**src/rtl/rega_pkg.sv**
```systemverilog
// rega_pkg: shared types and constants for the irrigation actuator sequencer.
//   state_t      : sequencer state encoding (3 bits, also exported on state_o)
//   FC_*         : fault_code values reported while latched in FAULT
//   is_run()     : true for the states in which an irrigation run is active
package rega_pkg;

    typedef enum logic [2:0] {
        IDLE     = 3'd0,
        SETTLE   = 3'd1,
        SPRINKLE = 3'd2,
        DRIP     = 3'd3,
        COOLDOWN = 3'd4,
        FAULT    = 3'd5
    } state_t;

    localparam logic [1:0] FC_NONE    = 2'b00;
    localparam logic [1:0] FC_ERRO    = 2'b01;
    localparam logic [1:0] FC_DRY     = 2'b10;
    localparam logic [1:0] FC_TIMEOUT = 2'b11;

    // A run covers the valve-settle phase, the sprinkler phase and the drip phase.
    function automatic logic is_run(input state_t s);
        return (s == SETTLE) || (s == SPRINKLE) || (s == DRIP);
    endfunction

endpackage

```
**src/rtl/rega_tick_cnt.sv**
```systemverilog
// rega_tick_cnt: tick-gated up-counter with clear, optional saturation and a
// terminal-value compare.
//   clk, rst_n   : clock, asynchronous active-low reset
//   i_tick       : one-clk timing strobe; the count advances only on it
//   i_en         : count enable; while low the count is held at zero
//   i_clr        : synchronous clear, wins over i_tick
//   i_sat_en     : when high the count stops at i_sat_val
//   i_sat_val    : saturation value
//   i_term_val   : value compared against the current count
//   o_term_c     : combinational flag, count == i_term_val
module rega_tick_cnt #(
    parameter int unsigned CNT_W = 8
) (
    input  logic             clk,
    input  logic             rst_n,
    input  logic             i_tick,
    input  logic             i_en,
    input  logic             i_clr,
    input  logic             i_sat_en,
    input  logic [CNT_W-1:0] i_sat_val,
    input  logic [CNT_W-1:0] i_term_val,
    output logic             o_term_c
);

    logic [CNT_W-1:0] r_cnt;
    logic             w_at_sat;

    assign w_at_sat = i_sat_en && (r_cnt == i_sat_val);

    // Count register: clear/disable first, then tick-gated increment.
    always_ff @(posedge clk or negedge rst_n) begin
        if (!rst_n) begin
            r_cnt <= '0;
        end else if (i_clr || !i_en) begin
            r_cnt <= '0;
        end else if (i_tick && !w_at_sat) begin
            r_cnt <= r_cnt + CNT_W'(1);
        end
    end

    assign o_term_c = (r_cnt == i_term_val);

endmodule

```
**src/rtl/rega_atuador.sv**
```systemverilog
// rega_atuador: irrigation actuator sequencer. Turns the sprinkler (bs_req)
// and drip (vs_req) requests into pump/valve drives with valve-before-pump
// settling, minimum on-time, post-run cooldown, dry-run protection and a
// latched fault. All timing is counted in tick strobes.
//   clk, rst_n   : clock, asynchronous active-low reset
//   tick         : one-clk timing strobe
//   bs_req       : sprinkler request (level)
//   vs_req       : drip request (level)
//   level_ok     : reservoir level sufficient
//   erro         : sensor/system error
//   fault_clr    : one-clk pulse clearing the latched fault
//   pump_en      : sprinkler pump drive
//   spr_valve    : sprinkler valve drive
//   drip_valve   : drip valve drive
//   busy         : sequencer not idle
//   fault        : latched fault
//   fault_code   : 00 none, 01 erro, 10 dry-run, 11 timeout
//   state_o      : current state encoding (debug)
// Build option: define RUN_TIMEOUT_EN to add the run-length timeout
// (FAULT/11 after MAX_ON_TICKS run ticks).
module rega_atuador
    import rega_pkg::*;
#(
    parameter int unsigned SETTLE_TICKS   = 3,
    parameter int unsigned MIN_ON_TICKS   = 5,
    parameter int unsigned COOLDOWN_TICKS = 4,
    parameter int unsigned MAX_ON_TICKS   = 10,
    parameter int unsigned CNT_W          = 8
) (
    input  logic       clk,
    input  logic       rst_n,
    input  logic       tick,
    input  logic       bs_req,
    input  logic       vs_req,
    input  logic       level_ok,
    input  logic       erro,
    input  logic       fault_clr,
    output logic       pump_en,
    output logic       spr_valve,
    output logic       drip_valve,
    output logic       busy,
    output logic       fault,
    output logic [1:0] fault_code,
    output logic [2:0] state_o
);

    // Reject tick settings the counter cannot represent or that would underflow.
    if ((SETTLE_TICKS < 1) || (COOLDOWN_TICKS < 1) || (MAX_ON_TICKS < 1) ||
        ((SETTLE_TICKS >> CNT_W) != 0) || ((MIN_ON_TICKS >> CNT_W) != 0) ||
        ((COOLDOWN_TICKS >> CNT_W) != 0) || ((MAX_ON_TICKS >> CNT_W) != 0))
    begin : g_bad_cfg
        $error("rega_atuador: tick parameters out of range for CNT_W");
    end

    state_t           r_state;
    state_t           w_next_state;
    logic [1:0]       w_fault_src;

    logic             w_run;
    logic             w_phase_en;
    logic             w_phase_sat;
    logic             w_state_chg;
    logic             w_phase_term;
    logic [CNT_W-1:0] w_term_val;
    logic             w_timeout;

    logic             w_pump_en;
    logic             w_spr_valve;
    logic             w_drip_valve;
    logic             w_busy;
    logic             w_fault;
    logic [1:0]       w_fault_code;

    logic             r_pump_en;
    logic             r_spr_valve;
    logic             r_drip_valve;
    logic             r_busy;
    logic             r_fault;
    logic [1:0]       r_fault_code;

    // ------------------------------------------------------------------
    // Phase counter: ticks spent in the current state, restarted on every
    // state change; held at min-on once reached so a late drop exits at once.
    // ------------------------------------------------------------------
    assign w_run       = is_run(r_state);
    assign w_phase_en  = w_run || (r_state == COOLDOWN);
    assign w_phase_sat = (r_state == SPRINKLE) || (r_state == DRIP);
    assign w_state_chg = (w_next_state != r_state);

    // Per-state terminal value for the phase counter.
    always_comb begin
        w_term_val = '0;
        case (r_state)
            SETTLE:         w_term_val = CNT_W'(SETTLE_TICKS - 1);
            SPRINKLE, DRIP: w_term_val = CNT_W'(MIN_ON_TICKS);
            COOLDOWN:       w_term_val = CNT_W'(COOLDOWN_TICKS - 1);
            default:        w_term_val = '0;
        endcase
    end

    rega_tick_cnt #(
        .CNT_W (CNT_W)
    ) u_phase_cnt (
        .clk        (clk),
        .rst_n      (rst_n),
        .i_tick     (tick),
        .i_en       (w_phase_en),
        .i_clr      (w_state_chg),
        .i_sat_en   (w_phase_sat),
        .i_sat_val  (CNT_W'(MIN_ON_TICKS)),
        .i_term_val (w_term_val),
        .o_term_c   (w_phase_term)
    );

`ifdef RUN_TIMEOUT_EN
    // Run-length counter: spans SETTLE+SPRINKLE as one run, or DRIP; fires on
    // the tick that completes MAX_ON_TICKS run ticks.
    logic w_to_term;

    rega_tick_cnt #(
        .CNT_W (CNT_W)
    ) u_timeout_cnt (
        .clk        (clk),
        .rst_n      (rst_n),
        .i_tick     (tick),
        .i_en       (w_run),
        .i_clr      (1'b0),
        .i_sat_en   (1'b1),
        .i_sat_val  (CNT_W'(MAX_ON_TICKS)),
        .i_term_val (CNT_W'(MAX_ON_TICKS - 1)),
        .o_term_c   (w_to_term)
    );

    assign w_timeout = tick && w_to_term;
`else
    assign w_timeout = 1'b0;
`endif

    // ------------------------------------------------------------------
    // State register.
    // ------------------------------------------------------------------
    always_ff @(posedge clk or negedge rst_n) begin
        if (!rst_n) begin
            r_state <= IDLE;
        end else begin
            r_state <= w_next_state;
        end
    end

    // ------------------------------------------------------------------
    // Next-state logic. Inside a run the fault exits are checked first, so
    // they override min-on and win over a coincident tick.
    // ------------------------------------------------------------------
    always_comb begin
        w_next_state = r_state;
        w_fault_src  = FC_NONE;
        case (r_state)
            IDLE: begin
                if (erro) begin
                    w_next_state = FAULT;
                    w_fault_src  = FC_ERRO;
                end else if (bs_req && level_ok) begin
                    w_next_state = SETTLE;
                end else if (vs_req && level_ok) begin
                    w_next_state = DRIP;
                end
            end
            SETTLE, SPRINKLE, DRIP: begin
                if (erro) begin
                    w_next_state = FAULT;
                    w_fault_src  = FC_ERRO;
                end else if (!level_ok) begin
                    w_next_state = FAULT;
                    w_fault_src  = FC_DRY;
                end else if (w_timeout) begin
                    w_next_state = FAULT;
                    w_fault_src  = FC_TIMEOUT;
                end else if (r_state == SETTLE) begin
                    // A dropped request during settling aborts before the pump starts.
                    if (!bs_req) begin
                        w_next_state = COOLDOWN;
                    end else if (tick && w_phase_term) begin
                        w_next_state = SPRINKLE;
                    end
                end else if (r_state == SPRINKLE) begin
                    if (!bs_req && w_phase_term) begin
                        w_next_state = COOLDOWN;
                    end
                end else begin
                    if (!vs_req && w_phase_term) begin
                        w_next_state = COOLDOWN;
                    end
                end
            end
            COOLDOWN: begin
                if (erro) begin
                    w_next_state = FAULT;
                    w_fault_src  = FC_ERRO;
                end else if (tick && w_phase_term) begin
                    w_next_state = IDLE;
                end
            end
            FAULT: begin
                if (fault_clr && !erro) begin
                    w_next_state = IDLE;
                end
            end
            default: begin
                w_next_state = IDLE;
            end
        endcase
    end

    // ------------------------------------------------------------------
    // Output decode from the next state, so the registered drives change on
    // the same edge as the state. The fault code is captured on entry to
    // FAULT and frozen until the fault is cleared.
    // ------------------------------------------------------------------
    always_comb begin
        w_pump_en    = (w_next_state == SPRINKLE);
        w_spr_valve  = (w_next_state == SETTLE) || (w_next_state == SPRINKLE);
        w_drip_valve = (w_next_state == DRIP);
        w_busy       = (w_next_state != IDLE);
        w_fault      = (w_next_state == FAULT);
        w_fault_code = FC_NONE;
        if (w_next_state == FAULT) begin
            w_fault_code = (r_state == FAULT) ? r_fault_code : w_fault_src;
        end
    end

    // Output registers; reset drops every drive asynchronously.
    always_ff @(posedge clk or negedge rst_n) begin
        if (!rst_n) begin
            r_pump_en    <= 1'b0;
            r_spr_valve  <= 1'b0;
            r_drip_valve <= 1'b0;
            r_busy       <= 1'b0;
            r_fault      <= 1'b0;
            r_fault_code <= FC_NONE;
        end else begin
            r_pump_en    <= w_pump_en;
            r_spr_valve  <= w_spr_valve;
            r_drip_valve <= w_drip_valve;
            r_busy       <= w_busy;
            r_fault      <= w_fault;
            r_fault_code <= w_fault_code;
        end
    end

    assign pump_en    = r_pump_en;
    assign spr_valve  = r_spr_valve;
    assign drip_valve = r_drip_valve;
    assign busy       = r_busy;
    assign fault      = r_fault;
    assign fault_code = r_fault_code;
    assign state_o    = r_state;

endmodule

```
**config.mk**
```make
export PLATFORM = sky130hd
export DESIGN_NAME = rega_atuador
export DESIGN_NICKNAME = d
export VERILOG_FILES = /design/src/rtl/rega_pkg.sv /design/src/rtl/rega_tick_cnt.sv /design/src/rtl/rega_atuador.sv
export SDC_FILE = /design/constraint.sdc
export NUM_CORES = 1
export LEC_CHECK = 0
export ABC_AREA = 1
export CORE_UTILIZATION = 28
export DETAILED_ROUTE_END_ITERATION = 10
export PLACE_DENSITY = 0.55
export RECOVER_POWER = 100
export SYNTH_ARGS = -nofsm -noshare
export SYNTH_HDL_FRONTEND = slang
export SYNTH_SLANG_ARGS = --single-unit
```
**constraint.sdc**
```tcl
create_clock -name clk -period 2.32 [get_ports clk]
set_input_delay 0.348 -clock clk [delete_from_list [all_inputs] [get_ports clk]]
set_output_delay 0.348 -clock clk [all_outputs]
set_load 0.02 [all_outputs]
```
Word level (Yosys, flattened, before mapping). Cells that the tools add are included.

Bits in registers: 18. Input bits: 8. Output and inout bits: 10. Logic and storage cells: 71.

$add $sub $neg: 1. Equality and inequality tests: 13. Multiplexer cells: 24. Reductions and logical operators: 25.

Operator list (number): 2-to-1 mux 3 bit (14); 2-to-1 mux 8 bit (2); equality test 3 x 2 -> 1 bit (second input constant) (4); one-hot mux 3 bit (4 select lines) (1); equality test 3 bit (second input constant) (3); one-hot mux 3 bit (3 select lines) (1); adder 8 x 1 -> 8 bit (second input constant) (1); equality test 8 x 3 -> 1 bit (1); equality test 8 x 3 -> 1 bit (second input constant) (1); logical AND 1 bit (8); 2-to-1 mux 2 bit (4); equality test 3 x 1 -> 1 bit (second input constant) (2); logical OR 1 bit (6); zero test 1 bit (5); one-hot mux 2 bit (2 select lines) (1); OR reduction 2 bit (2); zero test 3 bit (1); inequality test 3 bit (1); nonzero test 3 bit (1); OR reduction 3 bit (1); inequality test 2 bit (second input constant) (1); nonzero test 2 bit (1); 2-to-1 mux 1 bit (1).

Longest topological paths before layout.
Depth after elaboration: 14. Gate-level depth with buffers: 17. Depth with buffers taken out: 17.

Modules after synthesis. Synthesis repeated with hierarchy kept, for this count alone.

Cell total of the unflattened synthesis: 215. Area, all modules: 1501.4 um2.

Modules (own cells, without submodules): rega_tick_cnt (times used 1, cells each 108, area an instance 765.7 um2, sequential area each 200.2 um2); rega_atuador (times used 1, cells each 107, area an instance 735.7 um2, sequential area each 250.2 um2).

Least setup slack after synthesis. No wires, ideal clock.

Path kind: flip-flop to flip-flop. From: reg r_state[2], in the netlist state_o[2]. To: reg u_phase_cnt.r_cnt[1]. Data arrival time: 1747 ps. Required time: 2199 ps. Slack: 452 ps. Stages on the path, launching flop included: 17. Path buffers: 0. Period minus slack after synthesis: 1868 ps. Cells stage by stage: dfrtp_1 -> inv_2 -> nand2_2 -> nand2_1 -> nand2_1 -> inv_1 -> nand2_1 -> nor2_2 -> nand2_1 -> inv_2 -> nand3_1 -> nand3_1 -> nand2_1 -> nand2_1 -> nand3_1 -> nand3_2 -> nor2_1.

Cells in the longest elaborated chain, start to end: 14.

RTL lines: start: declaration (RTL line rega_atuador.sv:55) `state_t r_state;`; start signal: assignment (RTL line rega_atuador.sv:146) `r_state <= w_next_state;`; equality test 3 x 2 -> 1 bit, on equally long branches; OR reduction 2 bit (RTL line rega_atuador.sv:93) `case (r_state)`; one-hot mux 3 bit (3 select lines) (RTL line rega_atuador.sv:93); equality test 8 x 3 -> 1 bit (RTL line rega_tick_cnt.sv:41) `assign o_term_c = (r_cnt == i_term_val);`; logical AND 1 bit, on equally long branches; 2-to-1 mux 3 bit, on equally long branches (RTL line rega_atuador.sv:190, rega_atuador.sv:182, rega_atuador.sv:186); 2-to-1 mux 3 bit, on equally long branches (RTL line rega_atuador.sv:185, rega_atuador.sv:180); 2-to-1 mux 3 bit (RTL line rega_atuador.sv:178) `end else if (r_state == SETTLE) begin`; 2-to-1 mux 3 bit (RTL line rega_atuador.sv:172) `end else if (!level_ok) begin`; 2-to-1 mux 3 bit (RTL line rega_atuador.sv:169) `if (erro) begin`; one-hot mux 3 bit (4 select lines) (RTL line rega_atuador.sv:157) `case (r_state)`; inequality test 3 bit (RTL line rega_atuador.sv:88) `assign w_state_chg = (w_next_state != r_state);`; logical OR 1 bit (RTL line rega_tick_cnt.sv:34) `end else if (i_clr || !i_en) begin`; 2-to-1 mux 8 bit or nonzero test 2 bit (tied branches); end signal: assignment (RTL line rega_tick_cnt.sv:37) `r_cnt <= r_cnt + CNT_W'(1);`; end: declaration (RTL line rega_tick_cnt.sv:25) `logic [CNT_W-1:0] r_cnt;`.

Several ways; a longest one is shown, not always the timed one. A chain may end at the register's enable or synchronous reset.

Worst setup path in the final report.
From: reg r_state[0], in the netlist state_o[0]. To: reg u_phase_cnt.r_cnt[3].

Cells in the longest elaborated chain, start to end: 14.

RTL lines: equality test 3 x 2 -> 1 bit, on equally long branches (RTL line rega_atuador.sv:93, rega_atuador.sv:157, rega_atuador.sv:185); OR reduction 2 bit (RTL line rega_atuador.sv:93); one-hot mux 3 bit (3 select lines) (RTL line rega_atuador.sv:93); equality test 8 x 3 -> 1 bit (RTL line rega_tick_cnt.sv:41); logical AND 1 bit, on equally long branches; 2-to-1 mux 3 bit, on equally long branches (RTL line rega_atuador.sv:190, rega_atuador.sv:182, rega_atuador.sv:186); 2-to-1 mux 3 bit, on equally long branches (RTL line rega_atuador.sv:185, rega_atuador.sv:180); 2-to-1 mux 3 bit (RTL line rega_atuador.sv:178); 2-to-1 mux 3 bit (RTL line rega_atuador.sv:172); 2-to-1 mux 3 bit (RTL line rega_atuador.sv:169); one-hot mux 3 bit (4 select lines) * (RTL line rega_atuador.sv:157); named net w_next_state[0] (RTL line rega_atuador.sv:56) `state_t w_next_state;`; inequality test 3 bit * (RTL line rega_atuador.sv:88); logical OR 1 bit * (RTL line rega_tick_cnt.sv:34); 2-to-1 mux 8 bit or nonzero test 2 bit (tied branches).

The timed path passes the listed nets; every way through them passes the cells marked *.

==> metrics.csv <==
metric,value,unit
max-slew-margin-rel,36.6,%
core,3800,um^2
crit_path_max_incr_delay,490,ps
grt_pass1_wl,4170,um
syn_area,1150,um^2
drtPass1Iterations,4,
dpl.hpwl,1940,um
clockPowerShare,16.6,%
avgSynthCellArea,7.05,um^2
critPathTopFamily,simple AND/OR/NAND/NOR gates,
yosys_warnings,0,
path_max_fanout,8,
hold_buffers,0,
power,1.52,mW
die_area,4370,um^2
diodes,0,
start_util,30.3,%
period_needed,2020,ps
drt-total-wl,2490,um
busiest_layer,met1,
p_leak,0.744,nW
min_path_type,reg2reg,
grt_max_degree,19,
ys_ff_latch,18,
status,"finished, final reports clean",
critPathMostFrequentCell,nand2_1,
syn_nets,173,
fin_nets,198,
setup_ws,299,ps
period_share,87.1,%
crit_arrival,2160,ps
first_global_vias,945,
vdd_drop_max,0.000428,V
clock_latency,250,ps
combPwrFrac,54.8,%
cts_buffers,3,
grtUsageMet1,18.3,%
tritoncts,done,
drive_gt1_share,8.02,%
fp.dieH,66.1,um
ant_nets,0,
pre_cts_ws,262,ps
vias_per_cell,4.48,
cts_max_level,1,
required,2460,ps
grt_util_met2,17.7,%
antenna_found_initial,0,
setup_tns,0,ps
max-cap-violations,0,
worst_slew_pin_slew,951,ps
cts_setup_buffers,0,
crit_chain,nor2_4 > nand2_2 > nand2_1 > nand2_1 > nand2_1 > nand4_1 > nand3_1 > nand3_1 > nand2_1 > nand2_2 > nand2_1 > nand2_1 > nand3_2 > nor2_1,
switching_share,45.7,%
cts_buffer_depth,2,
post_cts_resized,0,
synthCells,163,
clkSlewWorstSetupHoldPaths,70,ps
grt_setup_unrepaired,false,
critical_path_class,reg2reg,
synth.area.top_cells,"dfrtp_1 39%, nand2_1 14%, nand3_1 8.7%, inv_1 7.8%, nor2_1 5.9%",
synth_cell_types,19,
grtUsageMet3,1.03,%
end_kind,flop,
root_buffer,clkbuf_8,
drt_iter0_drc,61,
rows,22,
power_density,1050,nW/um^2
gp_congestion,0.870,
avgRoutedWirePerCell,10.6,um
critPathBufInv,0,
route.vias.total,1052,
ys_seq_area_share,39.2,%
hold_viol_final,0,
p_int,827,uW
netSwitchingPower,696,uW
synth.top_cell.area_share,39.2,%
die_x,66.1,um
ioPinCount,18,
final_max_slew_viol_count,0,
cts.sinks,18,
fill_cells,408,
slowest_stage,dfrtp_1,
syn_to_final_growth,26.4,%
finalSetupViolCount,0,
grt.overflow.total,0,
cp-start-kind,flop,
drc_errors,0,
fin_worst_skew,3.61,ps
portBuffers,17,
grt_usage,12.4,%
fmax,495,MHz
yosysTopAreaCell,dfrtp_1,
pwr-share-seq,28.6,%
## cell usage after synthesis
library cell,n
ha_1,2
nand4_1,6
inv_2,3
nand2_1,44
a31oi_2,1
a21boi_1,1
nor2_1,18
nand2_2,4
nor3_1,4
inv_1,24
dfrtp_1,18
nand3_1,20
o2111a_1,1
o21ai_0,3
nand3_2,2
xor2_1,7
nand3b_1,1
a21oi_1,2
nor2_2,2
## cells in the final DEF, fill, tap and decap left out, types with 2 or more instances in the layout
cell type	count
nand2_1	46
nand2_2	2
clkbuf_8	4
inv_1	24
ha_1	2
nor3_1	4
clkdlybuf4s50_1	6
nand3_2	2
o21ai_0	3
buf_4	2
dfrtp_1	18
xor2_1	7
nand3_1	20
nor2_1	18
dlygate4sd3_1	11
nand4_1	6
inv_2	2
a21oi_1	2
## state kept, by name, summed over array words and instances (netlist names)
signal,count
u_phase_cnt.r_cnt,8
state_o,3
fault_code,2
busy,1
drip_valve,1
fault,1
pump_en,1
spr_valve,1
## power groups by stage
stage	sequential (mW)	clock (mW)	combinational, mW
global placement	0.443	0	0.861
detailed placement	0.438	0	0.858
finish	0.435	0.253	0.835
floorplan	0.508	0	0.514
CTS	0.433	0.265	0.860
global route	0.444	0.275	0.942
## worst register-to-register path, stage by stage, from the launching register on
cell and delay [ps]:
dfrtp_1 490, nor2_4 200, nand2_2 110, nand2_1 80, nand2_1 50, nand2_1 120
nand4_1 140, nand3_1 90, nand3_1 80, nand2_1 100, nand2_2 90, nand2_1 70
nand2_1 60, nand3_2 150, nor2_1 60
## final cells by class
cell class | count | area [um^2] | area share, %
timing repair buffer | 20 | 189 | 13.0
clock buffer | 4 | 55.1 | 3.79
inverter | 27 | 101 | 6.97
sequential | 18 | 450 | 31.0
tap | 48 | 60.1 | 4.13
multi-input combinational | 118 | 598 | 41.1
## kinds of logic after synthesis
logic type / after synthesis / share of synthesized area, %
XOR/XNOR: 7 / 5.33
adder cells (fa/ha/maj): 2 / 2.18
flip-flops: 18 / 39.2
AND/OR/NAND/NOR: 101 / 39.6
AO/OA/AOI/OAI: 8 / 4.90
buffers and inverters: 27 / 8.81
## per-layer routing
layer / up-vias / part of all wire (%)
li1: 566 / -
met1: 470 / 54
met2: 12 / 43
met3: 4 / 1.4
met4: 0 / 1.8
met5: - / 0
## worst paths after layout
kind	start	endpoint	slack, ps	depth (start not counted)
worst max-delay path	state_o[0]	u_phase_cnt.r_cnt[3]	300	14
worst min-delay path	fault_code[0]	fault_code[0]	500	2
worst max register to register	state_o[0]	u_phase_cnt.r_cnt[3]	300	14
worst min register to register	fault_code[0]	fault_code[0]	500	2
max in group asynchronous	rst_n	pump_en	990	2
min in group asynchronous	rst_n	u_phase_cnt.r_cnt[0]	750	2
## through the flow
stage	hold slack (ps)	cells	util, %	area [um^2]
global placement	499	231	36.9	1400
floorplan	52.4	163	-	1150
global route	527	235	38.3	1450
CTS	417	235	38.4	1460
finish	503	235	38.3	1450
detailed placement	499	231	36.9	1400
Note: power is estimated with default switching activity, not from simulation.
